===== src/rtl/sb_pkg.sv =====
// Sideband link constants and the framer state encoding shared by the
// transmit framer and the receive deframer.
package sb_pkg;

  localparam logic [7:0] SB_DLE     = 8'hFE;
  localparam logic [7:0] SB_STX_CMD = 8'h05;
  localparam logic [7:0] SB_STX_RSP = 8'h04;
  localparam logic [7:0] SB_ETX     = 8'h40;

  localparam int SYM_BITS = 10;  // start + 8 data + stop
  localparam int CRC_SYMS = 2;

  typedef enum logic [2:0] {
    IDLE, DLE1, STX, PAY, CRC, DLE2, ETX
  } sb_state_e;

endpackage


===== src/rtl/sb_tx_framer_if.sv =====
// Transaction request and payload byte stream between the upper layer and
// the sideband transmit framer.
interface sb_tx_framer_if #(parameter int LEN_W = 6);
    logic             tx_start;
    logic             tx_rsp;
    logic [LEN_W-1:0] tx_len;
    logic [7:0]       byte_in;
    logic             byte_valid;
    logic             byte_ready;
    logic             busy;
    logic             done;
    logic             underrun;

    modport master (
        output tx_start, tx_rsp, tx_len, byte_in, byte_valid,
        input  byte_ready, busy, done, underrun
    );

    modport slave (
        input  tx_start, tx_rsp, tx_len, byte_in, byte_valid,
        output byte_ready, busy, done, underrun
    );
endinterface


===== src/rtl/sb_sym_ser.sv =====
// Holds one byte and selects its start/data/stop bit for the current bit
// index, producing a 10-bit LSB-first symbol.
module sb_sym_ser import sb_pkg::*; (
    input  logic       clk,
    input  logic       reset,
    input  logic       load,
    input  logic [7:0] din,
    input  logic [3:0] bit_cnt,
    output logic       ser_bit
);
    logic [7:0] shift_byte;

    always_ff @(posedge clk or negedge reset) begin
        if (!reset)    shift_byte <= '0;
        else if (load) shift_byte <= din;
    end

    always_comb begin
        ser_bit = 1'b1;
        if (bit_cnt == 4'd0)                    ser_bit = 1'b0;
        else if (bit_cnt <= 4'(SYM_BITS - 2))   ser_bit = shift_byte[3'(bit_cnt - 4'd1)];
    end
endmodule


===== src/rtl/sb_tx_framer.sv =====
// Sideband transmit framer: emits DLE, STX, payload, CRC, DLE, ETX as serial
// symbols and steers the external serial CRC-16 block.
module sb_tx_framer import sb_pkg::*; #(
    parameter int         LEN_W    = 6,
    parameter logic [7:0] DLE_BYTE = SB_DLE,
    parameter logic [7:0] STX_CMD  = SB_STX_CMD,
    parameter logic [7:0] STX_RSP  = SB_STX_RSP,
    parameter logic [7:0] ETX_BYTE = SB_ETX
) (
    input  logic                 clk,
    input  logic                 reset,
    sb_tx_framer_if.slave        bus,
    input  logic                 crc_bit,
    output logic                 crc_enable,
    output logic                 crc_active,
    output logic                 crc_data,
    output logic                 sb_tx
);
    sb_state_e        state, nxt;
    logic [4:0]       bit_cnt;
    logic [LEN_W-1:0] remaining, len_q;
    logic             rsp_q, done_q, underrun_q;
    logic             last_bit, fetch, take, ld, ser_bit;
    logic [7:0]       ld_byte;

    assign last_bit = (state == CRC) ? (bit_cnt == 5'(SYM_BITS * CRC_SYMS - 1))
                                     : (bit_cnt == 5'(SYM_BITS - 1));
    assign fetch = (state == STX || state == PAY) && bit_cnt == 5'(SYM_BITS - 1)
                   && remaining != '0;
    assign take  = fetch && bus.byte_valid;

    always_comb begin
        nxt = IDLE;
        case (state)
            DLE1:    nxt = STX;
            STX:     nxt = (len_q != '0) ? PAY : CRC;
            PAY:     nxt = (remaining != '0) ? PAY : CRC;
            CRC:     nxt = DLE2;
            DLE2:    nxt = ETX;
            default: nxt = IDLE;
        endcase
    end

    // The serializer is reloaded on the last bit of each symbol so the next
    // state starts at bit 0 with its byte already in place.
    always_comb begin
        ld      = 1'b0;
        ld_byte = DLE_BYTE;
        if (state == IDLE) begin
            ld = bus.tx_start;
        end else if (take) begin
            ld      = 1'b1;
            ld_byte = bus.byte_in;
        end else if (last_bit) begin
            ld = (state == DLE1) || (state == CRC) || (state == DLE2);
            if (state == DLE1)      ld_byte = rsp_q ? STX_RSP : STX_CMD;
            else if (state == DLE2) ld_byte = ETX_BYTE;
        end
    end

    always_ff @(posedge clk or negedge reset) begin
        if (!reset) begin
            state      <= IDLE;
            bit_cnt    <= '0;
            remaining  <= '0;
            len_q      <= '0;
            rsp_q      <= 1'b0;
            done_q     <= 1'b0;
            underrun_q <= 1'b0;
        end else begin
            done_q     <= 1'b0;
            underrun_q <= 1'b0;
            if (state == IDLE) begin
                bit_cnt <= '0;
                if (bus.tx_start) begin
                    state     <= DLE1;
                    rsp_q     <= bus.tx_rsp;
                    len_q     <= bus.tx_len;
                    remaining <= bus.tx_len;
                end
            end else if (fetch && !bus.byte_valid) begin
                state      <= IDLE;
                bit_cnt    <= '0;
                underrun_q <= 1'b1;
            end else if (last_bit) begin
                state   <= nxt;
                bit_cnt <= '0;
                done_q  <= (state == ETX);
                if (take) remaining <= remaining - LEN_W'(1);
            end else begin
                bit_cnt <= bit_cnt + 5'd1;
            end
        end
    end

    sb_sym_ser u_ser (
        .clk     (clk),
        .reset   (reset),
        .load    (ld),
        .din     (ld_byte),
        .bit_cnt (bit_cnt[3:0]),
        .ser_bit (ser_bit)
    );

    // The CRC block drives its own start/stop bits during the CRC symbols.
    always_comb begin
        sb_tx = ser_bit;
        if (state == IDLE)     sb_tx = 1'b1;
        else if (state == CRC) sb_tx = crc_bit;
    end

    assign crc_enable     = (state == STX) || (state == PAY) || (state == CRC);
    assign crc_active     = (state == CRC);
    assign crc_data       = (state == STX || state == PAY) ? sb_tx : 1'b0;
    assign bus.byte_ready = fetch;
    assign bus.busy       = (state != IDLE);
    assign bus.done       = done_q;
    assign bus.underrun   = underrun_q;
endmodule


===== src/flat_wrapper.sv =====
// flat-port wrapper written by rule: the top's interface ports become plain ports
module sb_tx_framer_flat import sb_pkg::*;
#(
    parameter int         LEN_W    = 6,
    parameter logic [7:0] DLE_BYTE = SB_DLE,
    parameter logic [7:0] STX_CMD  = SB_STX_CMD,
    parameter logic [7:0] STX_RSP  = SB_STX_RSP,
    parameter logic [7:0] ETX_BYTE = SB_ETX
)
  (clk, reset, crc_bit, crc_enable, crc_active, crc_data, sb_tx, bus_tx_start, bus_tx_rsp, bus_tx_len, bus_byte_in, bus_byte_valid, bus_byte_ready, bus_busy, bus_done, bus_underrun);
  sb_tx_framer_if #(.LEN_W(LEN_W)) bus_i ();
  input  logic clk;
  input  logic reset;
  input  logic crc_bit;
  output logic crc_enable;
  output logic crc_active;
  output logic crc_data;
  output logic sb_tx;
  input wire logic [$bits(bus_i.tx_start)-1:0] bus_tx_start;
  input wire logic [$bits(bus_i.tx_rsp)-1:0] bus_tx_rsp;
  input wire logic [$bits(bus_i.tx_len)-1:0] bus_tx_len;
  input wire logic [$bits(bus_i.byte_in)-1:0] bus_byte_in;
  input wire logic [$bits(bus_i.byte_valid)-1:0] bus_byte_valid;
  output wire logic [$bits(bus_i.byte_ready)-1:0] bus_byte_ready;
  output wire logic [$bits(bus_i.busy)-1:0] bus_busy;
  output wire logic [$bits(bus_i.done)-1:0] bus_done;
  output wire logic [$bits(bus_i.underrun)-1:0] bus_underrun;
  assign bus_i.tx_start = bus_tx_start;
  assign bus_i.tx_rsp = bus_tx_rsp;
  assign bus_i.tx_len = bus_tx_len;
  assign bus_i.byte_in = bus_byte_in;
  assign bus_i.byte_valid = bus_byte_valid;
  assign bus_byte_ready = bus_i.byte_ready;
  assign bus_busy = bus_i.busy;
  assign bus_done = bus_i.done;
  assign bus_underrun = bus_i.underrun;
  sb_tx_framer #(.LEN_W(LEN_W), .DLE_BYTE(DLE_BYTE), .STX_CMD(STX_CMD), .STX_RSP(STX_RSP), .ETX_BYTE(ETX_BYTE)) u_core (.clk(clk), .reset(reset), .bus(bus_i), .crc_bit(crc_bit), .crc_enable(crc_enable), .crc_active(crc_active), .crc_data(crc_data), .sb_tx(sb_tx));
endmodule

===== config.mk =====
export PLATFORM = sky130hd
export DESIGN_NAME = sb_tx_framer_flat
export DESIGN_NICKNAME = d
export VERILOG_FILES = /design/src/rtl/sb_pkg.sv /design/src/rtl/sb_tx_framer_if.sv /design/src/rtl/sb_sym_ser.sv /design/src/rtl/sb_tx_framer.sv /design/src/flat_wrapper.sv
export SDC_FILE = /design/constraint.sdc
export NUM_CORES = 1
export LEC_CHECK = 0
export ABC_AREA = 1
export BUFFER_PORTS_ARGS = -buffer_cell sky130_fd_sc_hd__buf_4
export CAP_MARGIN = 20
export CORE_MARGIN = 2
export CORE_UTILIZATION = 40
export CTS_CLUSTER_SIZE = 40
export DETAILED_ROUTE_END_ITERATION = 8
export GPL_TIMING_DRIVEN = 1
export SLEW_MARGIN = 20
export SYNTH_ARGS = -nofsm -noshare
export SYNTH_HDL_FRONTEND = slang
export SYNTH_HIERARCHICAL = 1
export SYNTH_SLANG_ARGS = --single-unit

===== constraint.sdc =====
create_clock -name clk -period 1.7 [get_ports clk]
set_input_delay 0.17 -clock clk [delete_from_list [all_inputs] [get_ports clk]]
set_output_delay 0.17 -clock clk [all_outputs]
set_load 0.05 [all_outputs]

# == Word-level counts from Yosys, hierarchy flattened ==
# Cells that the tools add are included.
# word_totals
regBits,31
in_bits,20
output_inout_bits,8
# op_classes
add_sub_neg,3
n_lt_le_gt_ge,2
n_eq_ne,10
mux,37
n_reduce_logical,20
# op_table
operator,n
$mux W8,5
$mux W6,5
$mux W3,6
$mux W1,16
$mux W5,3
$pmux W3 S5,1
$reduce_bool A6 Y1,2
$eq A3 B3 Y1 const B,3
$eq A3 B2 Y1 const B,2
$reduce_bool A3 Y1,2
$sub A6 B1 Y6 const B,1
$add A5 B1 Y5 const B,1
$eq A5 B4 Y1 const B,1
$eq A5 B5 Y1 const B,1
$le A4 B4 Y1 const B,1
$logic_and A1 B1 Y1,4
$logic_not A4 Y1,1
$logic_or A1 B1 Y1,4
$lt A3 B4 Y1 const B,1
$reduce_and A2 Y1,2
$reduce_and A4 Y1,1
$reduce_bool A2 Y1,2
$bmux W1 S3,1
$eq A3 B1 Y1 const B,1
5 further kinds,5

# == Logic depth before layout (Yosys ltp) ==
# depth
depth_word,9
ltp_mapped,12
ltp_nobuf,12

# == Hierarchy ==
# The synthesis kept the hierarchy.
# by_module_without_submodules
mod,instances,cells_per_inst,area_per_inst_um2,seq_area_each_um2
sb_tx_framer,1,207,1483.9,575.6
sb_sym_ser,1,48,439.2,200.2

# == Worst setup path before layout ==
# OpenSTA, ideal clock, no wires.
# synth_timing
path_type,reg-to-output
start,register u_core.bit_cnt[0]
end,output crc_data
t_arrival_ns,2.120
slack_ns,-0.590
stages_incl_launch_ff,11
cell_sequence,dfrtp_1 > inv_2 > ha_1 > inv_1 > nand3_1 > nand3_1 > nand2_1 > nand2_1 > nand2_1 > o22a_1 > o21a_1
# synth_via
elab_chain_cells,8
# synth_lines
element,line,text
start: declaration,sb_tx_framer.sv:20,logic [4:0] bit_cnt;
start signal: assignment,sb_tx_framer.sv:91,bit_cnt <= bit_cnt + 5'd1;
$sub A3 B1 Y3,sb_sym_ser.sv:21,else if (bit_cnt <= 4'(SYM_BITS - 2)) ser_bit = shift_byte[3'(bit_cnt - 4'd1)];
$bmux W1 S3,sb_sym_ser.sv:21,
$mux W1 (not written as such),sb_sym_ser.sv:21,
$mux W1,sb_sym_ser.sv:21,
$mux W1 *,sb_sym_ser.sv:20,if (bit_cnt == 4'd0) ser_bit = 1'b0;
via u_core.ser_bit,sb_tx_framer.sv:23,"logic last_bit, fetch, take, ld, ser_bit;"
$mux W1 *,sb_tx_framer.sv:109,else if (state == CRC) sb_tx = crc_bit;
$mux W1 *,sb_tx_framer.sv:108,if (state == IDLE) sb_tx = 1'b1;
via sb_tx,flat_wrapper.sv:18,output logic sb_tx;
$mux W1 *,sb_tx_framer.sv:114,assign crc_data = (state == STX || state == PAY) ? sb_tx : 1'b0;
end: declaration,flat_wrapper.sv:17,output logic crc_data;
# The timed path passes the listed nets; every way through them passes the cells marked *. The select of a mux whose other input is x is not followed.

# == Worst setup path after layout ==
# layout_timing
start,register u_core.bit_cnt[1]
end,output crc_data
# layout_via
elab_chain_cells,8
# layout_lines
element,line
$sub A3 B1 Y3,sb_sym_ser.sv:21
$bmux W1 S3,sb_sym_ser.sv:21
$mux W1 (not written as such),sb_sym_ser.sv:21
$mux W1,sb_sym_ser.sv:21
$mux W1 *,sb_sym_ser.sv:20
via u_core.ser_bit,sb_tx_framer.sv:23
$mux W1 *,sb_tx_framer.sv:109
$mux W1 *,sb_tx_framer.sv:108
$mux W1 *,sb_tx_framer.sv:114
# Marked as above.

==> flow_summary.toml <==
[status]
status = "complete, but fails checks"
violations = "negative setup slack"

[die]
coreArea_um2 = 4690
die_y_um = 73.3
die_w_um = 73.3
pin_count = 28
die_area_um2 = 5380
start_util = 0.410
rows = 25

[timing]
timing.final.ws_setup_ps = -333
max_freq_mhz = 492
worstMarginPinSlew_ps = 423
relSlewSlack = 0.716
hold_viol = 0
rsz0062_at_grt = "true"
slew_viol_final = 0
finalCriticalPeriod_ps = 2030
skew_ps = 6.86
finalCritPeriodShare = 1.20
hold_ws_ps = 124
final-setup-viol-count = 17

[global_route]
grt_usage = 0.198
antenna_found_initial = 0
grt_pass1_wl_um = 8220
grt_max_degree = 32
overflow = 0
grt_pass1_vias = 1758

[run]
maxCapViolations = 0

[routing]
ant_nets = 0
drt-total-wl_um = 4880
vias = 1907
wl_per_cell_um = 12.7
drc_errors = 0
vias_per_cell = 4.97
drtIter0Drc = 47
first_pass_iters = 5

[setup_path]
worstPathArrival_ps = 1860
path_common_cell = "nand2_2"
worstSetupPathType = "reg -> out"
startpoint_type = "flop"
crit_fanout = 3
r2r_end = "u_core/u_ser/shift_byte[0]$_DFFE_PN0P_"
path_cells = "inv_2 -> ha_4 -> nand3_2 -> nand3_2 -> nand2_2 -> nand2_2 -> nand2_2 -> o22a_4 -> o21a_4 -> buf_8"
reg2reg_from = "u_core/bit_cnt[1]$_DFF_PN0_"
worstSetupEndpointType = "output port"
crit_required_ps = 1530
slowest_delay_ps = 380
r2r_slack_ps = -260
rr_worst_depth = 12
slowest_stage = "dfrtp_1"

[yosys]
syn_area_um2 = 1920
synth-main-ff-cell = "dfrtp_1"
synth_edf_count = 0
synth.distinct_cells = 27
syn_nets = 280
synth_area_per_cell_um2 = 7.54
seq_area_frac_synth = 0.403
synthCells = 255
synth-async-reset-ratio = 1.00
ys_seq_elements = 31
ys_warn_count = 6

[place]
place_inst = 364
place_worst_setup_slack_ps = -187
gp_congestion = 0.795
numPortBuffers = 27
dp_hpwl_um = 3370

[final_layout]
final_util = 0.611
antenna_cells = 0
mostFrequentLayoutCell = "nand2_1"
area_growth_pct = 49.2
fin_cells = 384
drive_gt1_frac = 0.442
nets = 354
layout_common_cells = "nand2_1, buf_4, dfrtp_1, inv_1"

[pwr]
ir_drop_mv = 1.05
power_density_nw_per_um2 = 1760
power_uw = 5050
internal-power_uw = 2790
combPwrFrac = 0.654
switchingPower_uw = 2260
seq_power_share = 0.227
swShare = 0.448
power_leakage_uw = 0.00143
power_frac_clock = 0.119

[clocking]
cts_tree = "built"
clk_pin_slew_ps = 70
cts.root.buffer_cell = "clkbuf_8"
numClockSinks = 31
htreeDepth = 2
cts_max_path_buffers = 2
cts_buffers = 5
clock_latency_ps = 280

[hold_path]
hp-start = "bus_tx_rsp"
hold_end = "u_core/rsp_q$_DFFE_PN0P_"
hold_depth = 2
hp-class = "in -> reg"
[sequential cells by signal, indices dropped and copies added, names as in the netlist]
name,count
u_core/state,3
u_core/remaining,6
u_core/bit_cnt,5
u_core/rsp_q,1
u_core/len_q,6
u_core/bus.underrun,1
u_core/bus.done,1
u_core/u_ser/shift_byte,8
[metrics by stage]
step	setup TNS (ps)	cell area, µm²
after floorplan	-1020	1960
after global placement	-853	2440
after detailed placement	-1050	2440
after CTS	-1830	2770
after global routing	-4900	2870
final	-3040	2870
[cell usage after synthesis, drive strengths merged, types with 2 or more instances]
library cell / number / area (µm²)
nand2: 95 / 392
o21ai: 11 / 55.1
nand3b: 2 / 15.0
nand3: 28 / 150
dfrtp: 31 / 776
or2: 3 / 18.8
nand4: 4 / 25.0
mux2: 11 / 131
inv: 31 / 116
buf: 5 / 40.0
nor3: 2 / 10.0
xor2: 2 / 17.5
nor2: 22 / 92.6
ha: 5 / 62.6
[layer usage]
layer  routed length, µm  GRT usage
met5                   0          0
met4                  83     0.0505
met2                2410      0.327
met1                2180      0.266
met3                 204     0.0370
[worst max-delay path: cells and delay by family (launching register included)]
kind            cells  cell delay (ps)
flops               1              380
compound gates      2              350
simple gates        5              330
fa+ha+maj           1              300
buf+inv             2              210
[layout make-up]
class                           count  area (µm²)
Fill cell                         424        1820
Multi-Input combinational cell    188        1190
Sequential cell                    31         778
Timing Repair Buffer               72         612
Inverter                           31         128
Clock buffer                        7        86.3
Tap cell                           54        67.6
Clock inverter                      1        5.00
[timing repair]
action,in CTS,in global routing
buffers inserted,11,5
pin swaps,13,7
hold endpoints to repair,31,0
setup endpoints to repair,16,21
hold buffers,1,0
resized for setup,36,30
[cell families (layout without fill, tap and decap cells)]
kind of cell             after synthesis  after routing  synth area share
AND/OR/NAND/NOR                      156            156             0.366
buffers and inverters                 36            111            0.0813
flip-flops                            31             31             0.403
AO/OA/AOI/OAI                         14             14            0.0397
multiplexers                          11             11            0.0683
adder cells (fa/ha/maj)                5              5            0.0325
XOR/XNOR                               2              2           0.00911
[power groups by stage]
| stage | Sequential (µW) | Clock (µW) | Combinational, µW |
|---|---|---|---|
| after global routing | 1180 | 651 | 3650 |
| after CTS | 1140 | 619 | 3070 |
| after floorplan | 1140 | 0 | 1810 |
| after detailed placement | 1160 | 0 | 2650 |
| final | 1150 | 600 | 3310 |
| after global placement | 1150 | 0 | 2640 |
[worst max-delay path by stage]
stage                                 from                                     end  slack [ps]  cells past startpoint
6_report       u_core/bit_cnt[1]$_DFF_PN0_                                crc_data        -330                     10
5_1_grt        u_core/bit_cnt[0]$_DFF_PN0_                                crc_data        -400                      9
2_1_floorplan  u_core/state[0]$_DFFE_PN0P_  u_core/u_ser/shift_byte[0]$_DFFE_PN0P_        -110                      9
4_1_cts        u_core/bit_cnt[0]$_DFF_PN0_                                crc_data        -350                     11
3_3_place_gp   u_core/bit_cnt[0]$_DFF_PN0_                                crc_data        -130                     11
3_5_place_dp   u_core/bit_cnt[0]$_DFF_PN0_                                crc_data        -190                     11
(Power assumes the default switching activity.)
